### config.mk
export PLATFORM = sky130hd
export DESIGN_NAME = rs_syndrome
export DESIGN_NICKNAME = d
export VERILOG_FILES = /design/src/rtl/rs_syndrome.sv
export SDC_FILE = /design/constraint.sdc
export NUM_CORES = 1
export LEC_CHECK = 0
export BUFFER_PORTS_ARGS = -buffer_cell sky130_fd_sc_hd__buf_2
export CORE_UTILIZATION = 60
export CTS_CLUSTER_SIZE = 40
export DETAILED_ROUTE_END_ITERATION = 10
export PLACE_DENSITY = 0.81
export SLEW_MARGIN = 10
export SYNTH_ARGS = -nofsm -noshare
export SYNTH_HDL_FRONTEND = slang
export SYNTH_SLANG_ARGS = --single-unit
export TNS_END_PERCENT = 5
### constraint.sdc
create_clock -name iclk -period 29.5 [get_ports iclk]
set_input_delay 4.425 -clock iclk [delete_from_list [all_inputs] [get_ports iclk]]
set_output_delay 4.425 -clock iclk [all_outputs]
set_load 0.02 [all_outputs]
### src/rtl/rs_syndrome.sv
// ---------------------------------------------------------------------------
// rs_syndrome
//   Front stage of the RS decoder. Consumes a serial codeword stream, one
//   m-bit symbol per accepted cycle with the highest-degree coefficient first.
//   It evaluates the received polynomial at the `check` generator roots using
//   one Horner accumulator per root. At end of frame it publishes the syndrome
//   vector with a one-cycle strobe, an any-nonzero flag and a frame-length
//   error flag.
//
// Ports:
//   iclk           clock
//   ireset         synchronous active-high reset (takes effect when iclkena=1)
//   iclkena        clock enable; low freezes all state and outputs
//   isop           first symbol of a codeword (qualified by ival)
//   ival           symbol valid
//   ieop           last symbol of a codeword (qualified by ival)
//   idat           received symbol
//   osyndrome_val  one-cycle strobe: syndrome vector complete
//   osyndrome      S_j at bits [j*m +: m]
//   oerr           OR of all S_j, held until the next end of frame
//   osize_err      received length != n, held until the next end of frame
//
// Stream semantics: a symbol is accepted on a rising iclk edge when
// iclkena=1 and ival=1. isop and ieop are looked at only for accepted
// symbols. There is no back-pressure: every accepted symbol is consumed.
// ---------------------------------------------------------------------------
module rs_syndrome #(
    parameter int n         = 255,
    parameter int check     = 30,
    parameter int m         = 8,
    parameter int irrpol    = 285,
    parameter int genstart  = 0,
    parameter int rootspace = 1
) (
    input  logic               iclk,
    input  logic               ireset,
    input  logic               iclkena,
    input  logic               isop,
    input  logic               ival,
    input  logic               ieop,
    input  logic [m-1:0]       idat,
    output logic               osyndrome_val,
    output logic [check*m-1:0] osyndrome,
    output logic               oerr,
    output logic               osize_err
);

    // The counter holds values up to n+1. Saturating at n+1 keeps over-length
    // frames distinguishable from exact-length ones.
    localparam int             CW      = $clog2(n + 2);
    localparam logic [CW-1:0]  CNT_N   = CW'(n);
    localparam logic [CW-1:0]  CNT_SAT = CW'(n + 1);
    // The top bit of the field polynomial is implied by the shift-out.
    localparam logic [m-1:0]   POLY    = m'(irrpol);

    function automatic logic [m-1:0] gf_mult(input logic [m-1:0] a, input logic [m-1:0] b);
        logic [m-1:0] p;
        logic [m-1:0] aa;
        p  = '0;
        aa = a;
        for (int i = 0; i < m; i++) begin
            if (b[i]) p = p ^ aa;
            aa = {aa[m-2:0], 1'b0} ^ (aa[m-1] ? POLY : '0);
        end
        return p;
    endfunction

    // root_j = alpha^((genstart + j*rootspace) mod (2^m-1)), packed like osyndrome.
    function automatic logic [check*m-1:0] gen_roots();
        logic [check*m-1:0] v;
        logic [m-1:0]       r;
        v = '0;
        for (int j = 0; j < check; j++) begin
            r = m'(1);
            for (int e = 0; e < (genstart + j * rootspace) % ((1 << m) - 1); e++)
                r = gf_mult(r, m'(2));
            v[j*m +: m] = r;
        end
        return v;
    endfunction

    localparam logic [check*m-1:0] ROOTS = gen_roots();

    logic [check*m-1:0] acc_q, acc_d;
    logic [CW-1:0]      cnt_q, cnt_d;
    logic               in_frame_q, in_frame_d;
    logic [check*m-1:0] syn_q, syn_d;
    logic               err_q, err_d;
    logic               size_err_q, size_err_d;
    logic               val_q, val_d;
    logic               take;

    // A symbol joins a frame if it opens one or arrives while one is open.
    // An isop always restarts, which silently drops any unfinished frame.
    assign take = ival & (isop | in_frame_q);

    always_comb begin
        acc_d      = acc_q;
        cnt_d      = cnt_q;
        in_frame_d = in_frame_q;
        syn_d      = syn_q;
        err_d      = err_q;
        size_err_d = size_err_q;
        val_d      = 1'b0;
        if (take) begin
            for (int j = 0; j < check; j++) begin
                acc_d[j*m +: m] = isop ? idat
                                       : (gf_mult(acc_q[j*m +: m], ROOTS[j*m +: m]) ^ idat);
            end
            if (isop)                  cnt_d = CW'(1);
            else if (cnt_q != CNT_SAT) cnt_d = cnt_q + CW'(1);
            in_frame_d = ~ieop;
            // Publish the accumulators including this last symbol.
            if (ieop) begin
                syn_d      = acc_d;
                err_d      = |acc_d;
                size_err_d = (cnt_d != CNT_N);
                val_d      = 1'b1;
            end
        end
    end

    // A disabled cycle holds everything, including an asserted strobe.
    always_ff @(posedge iclk) begin
        if (iclkena) begin
            if (ireset) begin
                acc_q      <= '0;
                cnt_q      <= '0;
                in_frame_q <= 1'b0;
                syn_q      <= '0;
                err_q      <= 1'b0;
                size_err_q <= 1'b0;
                val_q      <= 1'b0;
            end else begin
                acc_q      <= acc_d;
                cnt_q      <= cnt_d;
                in_frame_q <= in_frame_d;
                syn_q      <= syn_d;
                err_q      <= err_d;
                size_err_q <= size_err_d;
                val_q      <= val_d;
            end
        end
    end

    assign osyndrome_val = val_q;
    assign osyndrome     = syn_q;
    assign oerr          = err_q;
    assign osize_err     = size_err_q;

endmodule

### Word-level counts from Yosys, hierarchy flattened

Index checks and enable logic that the tools add are counted.

* flip-flop bits (word level): 493
* output and inout port bits: 243
* logic and storage cells: 527

* $add $sub $neg: 1
* eq/ne operators: 2
* muxes and demuxes: 275
* bitwise gates (word level): 236
* reductions and logical operators: 6

Operator list (number)
* XOR 8 x 5 -> 8 bit: 146
* two-way mux 8 bit: 116
* two-way mux 5 bit: 146
* two-way mux 240 bit: 3
* XOR 8 bit: 86
* OR reduction 240 bit: 1
* two-way mux 9 bit: 4
* adder 9 x 1 -> 9 bit (second input constant): 1
* != test 9 x 8 -> 1 bit (second input constant): 1
* != test 9 bit (second input constant): 1
* two-way mux 1 bit: 6
* nonzero test 2 bit: 2
* AND reduction 3 bit: 1
* NOT 1 bit: 2
* AND reduction 2 bit: 1
* OR reduction 2 bit: 1
* bitwise AND 1 bit: 1
* bitwise OR 1 bit: 1

### Longest topological paths before layout

* depth after elaboration: 21
* mapped depth: 12
* gate-level depth less buffers: 9

### Worst setup path before layout

Ideal clock, no wire load.

* path kind: input to register
* start: in isop
* end: reg err_q, in the netlist oerr (enable)
* library setup time: 878 ps
* arrival time: 21853 ps
* path slack: 6770 ps
* cell stages on the path: 9
* path buffers: 6
* path through: buf_2 > buf_2 > buf_2 > buf_2 > buf_1 > clkbuf_1 > o21a_1 > o21a_1 > nor2b_1

* longest elaborated chain between the ends: 4

Ends and longest elaborated chain
* from (decl): line 38 `input logic isop,`
* bitwise OR 1 bit: line 95 `assign take = ival & (isop | in_frame_q);`
* bitwise AND 1 bit: line 95
* nonzero test 2 bit (no source line)
* AND reduction 3 bit (no source line)
* to (signal assigned): line 139 `err_q <= err_d;`
* to (decl): line 88 `logic err_q, err_d;`

No other way between the ends.
A chain may end at the register's enable or synchronous reset.

### Final worst setup path

* start: in isop
* end: reg syn_q[43], in the netlist osyndrome[43] (enable)

* longest elaborated chain between the ends: 4

Ends and longest elaborated chain
* bitwise OR 1 bit: line 95
* bitwise AND 1 bit: line 95
* nonzero test 2 bit (no source line)
* AND reduction 3 bit (no source line)
* to (signal assigned): line 138 `syn_q <= syn_d;`
* to (decl): line 87 `logic [check*m-1:0] syn_q, syn_d;`

No other way between the ends.

==> results.yml <==
worst_setup_path:
  crit_path_start_kind: "input port"
  max_stage_delay_ns: 0.77
  r2r_cells: 5
  r2r-start: "in_frame_q"
  crit_start: "isop"
  cpMaxStageDelayCell: "nor2b_4"
  cp_common_cell: "buf_4"
  endpoint_kind: "flop"
  cp.arrival_ns: 8.06
  r2r_slack_ns: 25.75
  worstPathCellList: "buf_8 > o21a_1 > o21a_4 > nor2b_4 > buf_4 > buf_4"
  path_class: "in2reg"
  r2r_end: "osyndrome[43]"
  critical_path_required_ns: 29.71
  path_max_fanout: 117
sta:
  final_max_slew_viol_count: 0
  skew_ns: 0.01275
  finalHoldWorstSlack_ns: 0.6987
  worstMarginPinSlew_ns: 1.173
  setup_tns_ns: 0
  period_share: 0.2661
  rsz0062_at_grt: "false"
  setup_viol: 0
  worst_slack_ns: 21.65
  finalHoldViolations: 0
  max_freq_mhz: 127.4
  slew_headroom: 0.2151
  finalCriticalPeriod_ns: 7.851
die:
  coreArea_mm2: 0.04346
  io_pins: 257
  start_util: 0.6134
  dieArea_mm2: 0.04528
  die_w_um: 212.8
  die_h_um: 212.8
  fp-row-count: 76
synthesis:
  ys_types: 70
  syn_area_mm2: 0.02666
  synth_fp_nets: 2391
  synth_enable_flop_cells: 493
  ys_warn_count: 0
  seq_area_frac_synth: 0.5554
  syn_area_per_cell_um2: 11.22
  synth_cells: 2375
  async_flop_share: 0
  ys_seq_elements: 493
  ys.flop_type: "edfxtp_1"
grt:
  grt_max_degree: 118
  grt_pass1_wl_um: 117500
  antenna_found_initial: 3
  overflow: 0
  grt_use_total: 0.3541
  grt_pass1_vias: 18730
clock_tree:
  cts-root-to-sink-buffers: 3
  htreeDepth: 2
  postCtsSetupBuffers: 0
  cts_tree: "built"
  cts-root-buf: "clkbuf_16"
  clk_pin_slew_ns: 0.06
  clock_latency_ns: 0.59
  numCtsBuffers: 48
  cts_resized: 0
  cts.sinks: 493
  cts.hold.buffers_added: 0
power:
  ir_drop_mv: 0.06014
  clockPowerShare: 0.301
  p_leak_uw: 0.01016
  p_per_area_mw_per_mm2: 66.74
  combPwrFrac: 0.251
  p_int_uw: 1347
  p_sw_frac: 0.3213
  power.switching_uw: 637.6
  seqPwrFrac: 0.448
final_layout:
  layout_common_cells: "edfxtp_1, xnor2_1, nor2_1"
  drive_above_1_share: 0.1491
  final_nets: 2557
  syn_to_final_growth_pct: 11.54
  final_common_cell: "edfxtp_1"
  diodes: 0
job:
  drv_cap: 0
place:
  io_buffers: 256
  place_congestion: 1.034
  dpl.hpwl_um: 55590
  pre_cts_ws_ns: 21.00
drt:
  drc: 0
  ant_nets: 0
  dr.pass1.iters: 6
  routedWlPerCell_um: 25.29
  via_per_inst: 6.374
  dr_total_vias: 20140
  drt_wl_total_um: 79900
  initialDrtViolationCount: 3012
min_path:
  holdPathEnd: "cnt_q[5]"
  whs_path_depth: 2
  hold_start: "cnt_q[5]"
  hold_class: "reg2reg"
status:
  status: "finished clean"
[power groups by stage]
stage / Combinational, uW / Clock, uW / Sequential (uW)
6_report: 498 / 598 / 888
5_1_grt: 526 / 625 / 894
4_1_cts: 486 / 601 / 888
3_5_place_dp: 481 / 0 / 902
3_3_place_gp: 474 / 0 / 900
2_1_floorplan: 304 / 0 / 931
[cell usage after synthesis, types with 4 or more instances]
| cell type | number | area [um^2] |
|---|---|---|
| nand4_1 | 26 | 162.7 |
| inv_1 | 5 | 18.77 |
| nor2_1 | 281 | 1055 |
| nand2b_1 | 20 | 125.1 |
| and3_1 | 12 | 75.07 |
| a21oi_1 | 176 | 880.8 |
| nor4_1 | 11 | 68.82 |
| mux2i_1 | 8 | 80.08 |
| xnor2_2 | 10 | 162.7 |
| xnor3_1 | 5 | 112.6 |
| xnor2_1 | 397 | 3477 |
| edfxtp_1 | 493 | 14800 |
| o32a_1 | 9 | 90.09 |
| nor4b_1 | 4 | 35.03 |
| o32ai_1 | 26 | 227.7 |
| nand2_1 | 72 | 270.3 |
| or3_1 | 117 | 732.0 |
| buf_2 | 40 | 200.2 |
| nor3b_1 | 15 | 112.6 |
| clkbuf_1 | 115 | 431.7 |
| nor3_1 | 35 | 175.2 |
| buf_1 | 17 | 63.81 |
| inv_2 | 5 | 18.77 |
| xor2_2 | 5 | 81.33 |
| or4_1 | 7 | 52.55 |
| nand3b_1 | 4 | 30.03 |
| a31oi_1 | 27 | 168.9 |
| o21ai_0 | 163 | 815.8 |
| xor2_1 | 123 | 1077 |
| a22oi_1 | 11 | 82.58 |
| nor2b_1 | 30 | 187.7 |
| nand3_1 | 30 | 150.1 |
| and2_1 | 8 | 50.05 |
| o22ai_1 | 6 | 37.54 |
| o31ai_1 | 8 | 60.06 |
[stage by stage]
stage	area, um^2	utilization	total power [uW]	instances
floorplan	26660	-	1235	2375
CTS	29730	0.6842	1974	3160
finish	29730	0.6842	1984	3160
global route	29730	0.6842	2045	3160
detailed placement	28250	0.6500	1383	3076
global placement	28250	0.6500	1374	3076
[critical path: cells and delay by family]
| family | cells | cell delay, ns |
|---|---|---|
| buf+inv | 3 | 1.95 |
| simple gates | 1 | 0.77 |
| compound gates | 2 | 0.76 |
[layout make-up]
| type | count | area [um^2] |
|---|---|---|
| repair buffers | 289 | 1545 |
| fillers | 3076 | 13720 |
| clock inverters | 25 | 224.0 |
| inverters | 10 | 37.54 |
| multi-input cells | 1699 | 11130 |
| flip-flops and latches | 493 | 14800 |
| well taps | 585 | 732.0 |
| clock buffers | 59 | 1264 |
[state kept, by name, summed over array words and instances, names as in the netlist]
signal	count
acc_q	240
cnt_q	9
in_frame_q	1
oerr	1
osize_err	1
osyndrome	240
osyndrome_val	1
[kinds of logic (layout without fill, tap and decap cells)]
| logic type | Yosys count | after routing | share of synthesized area |
|---|---|---|---|
| flip-flops | 493 | 493 | 0.5554 |
| AND/OR/NAND/NOR | 679 | 679 | 0.1252 |
| multiplexers | 11 | 11 | 0.004271 |
| AO/OA/AOI/OAI | 467 | 467 | 0.1022 |
| XOR/XNOR | 540 | 540 | 0.1842 |
| buffers and inverters | 183 | 383 | 0.02779 |
| adder cells (fa/ha/maj) | 2 | 2 | 0.0009386 |
[metal layers]
metal | vias up | routed length [um] | GRT usage
met5 | - | 13 | 0
met4 | 2 | 3779 | 0.1603
met3 | 246 | 8560 | 0.06251
met2 | 1314 | 36580 | 0.5473
met1 | 9744 | 30970 | 0.4908
li1 | 8835 | - | -
[how the worst max path moves through the flow]
stage,end,cells after the start,slack (ns)
after CTS,osyndrome[43],6,21.62
after global placement,osyndrome[102],6,21.18
after global routing,osyndrome[102],6,21.39
after detailed placement,osyndrome[43],6,21.00
final,osyndrome[43],6,21.65
after floorplan,oerr,9,6.77
Note: power is estimated with default switching activity, not from simulation.
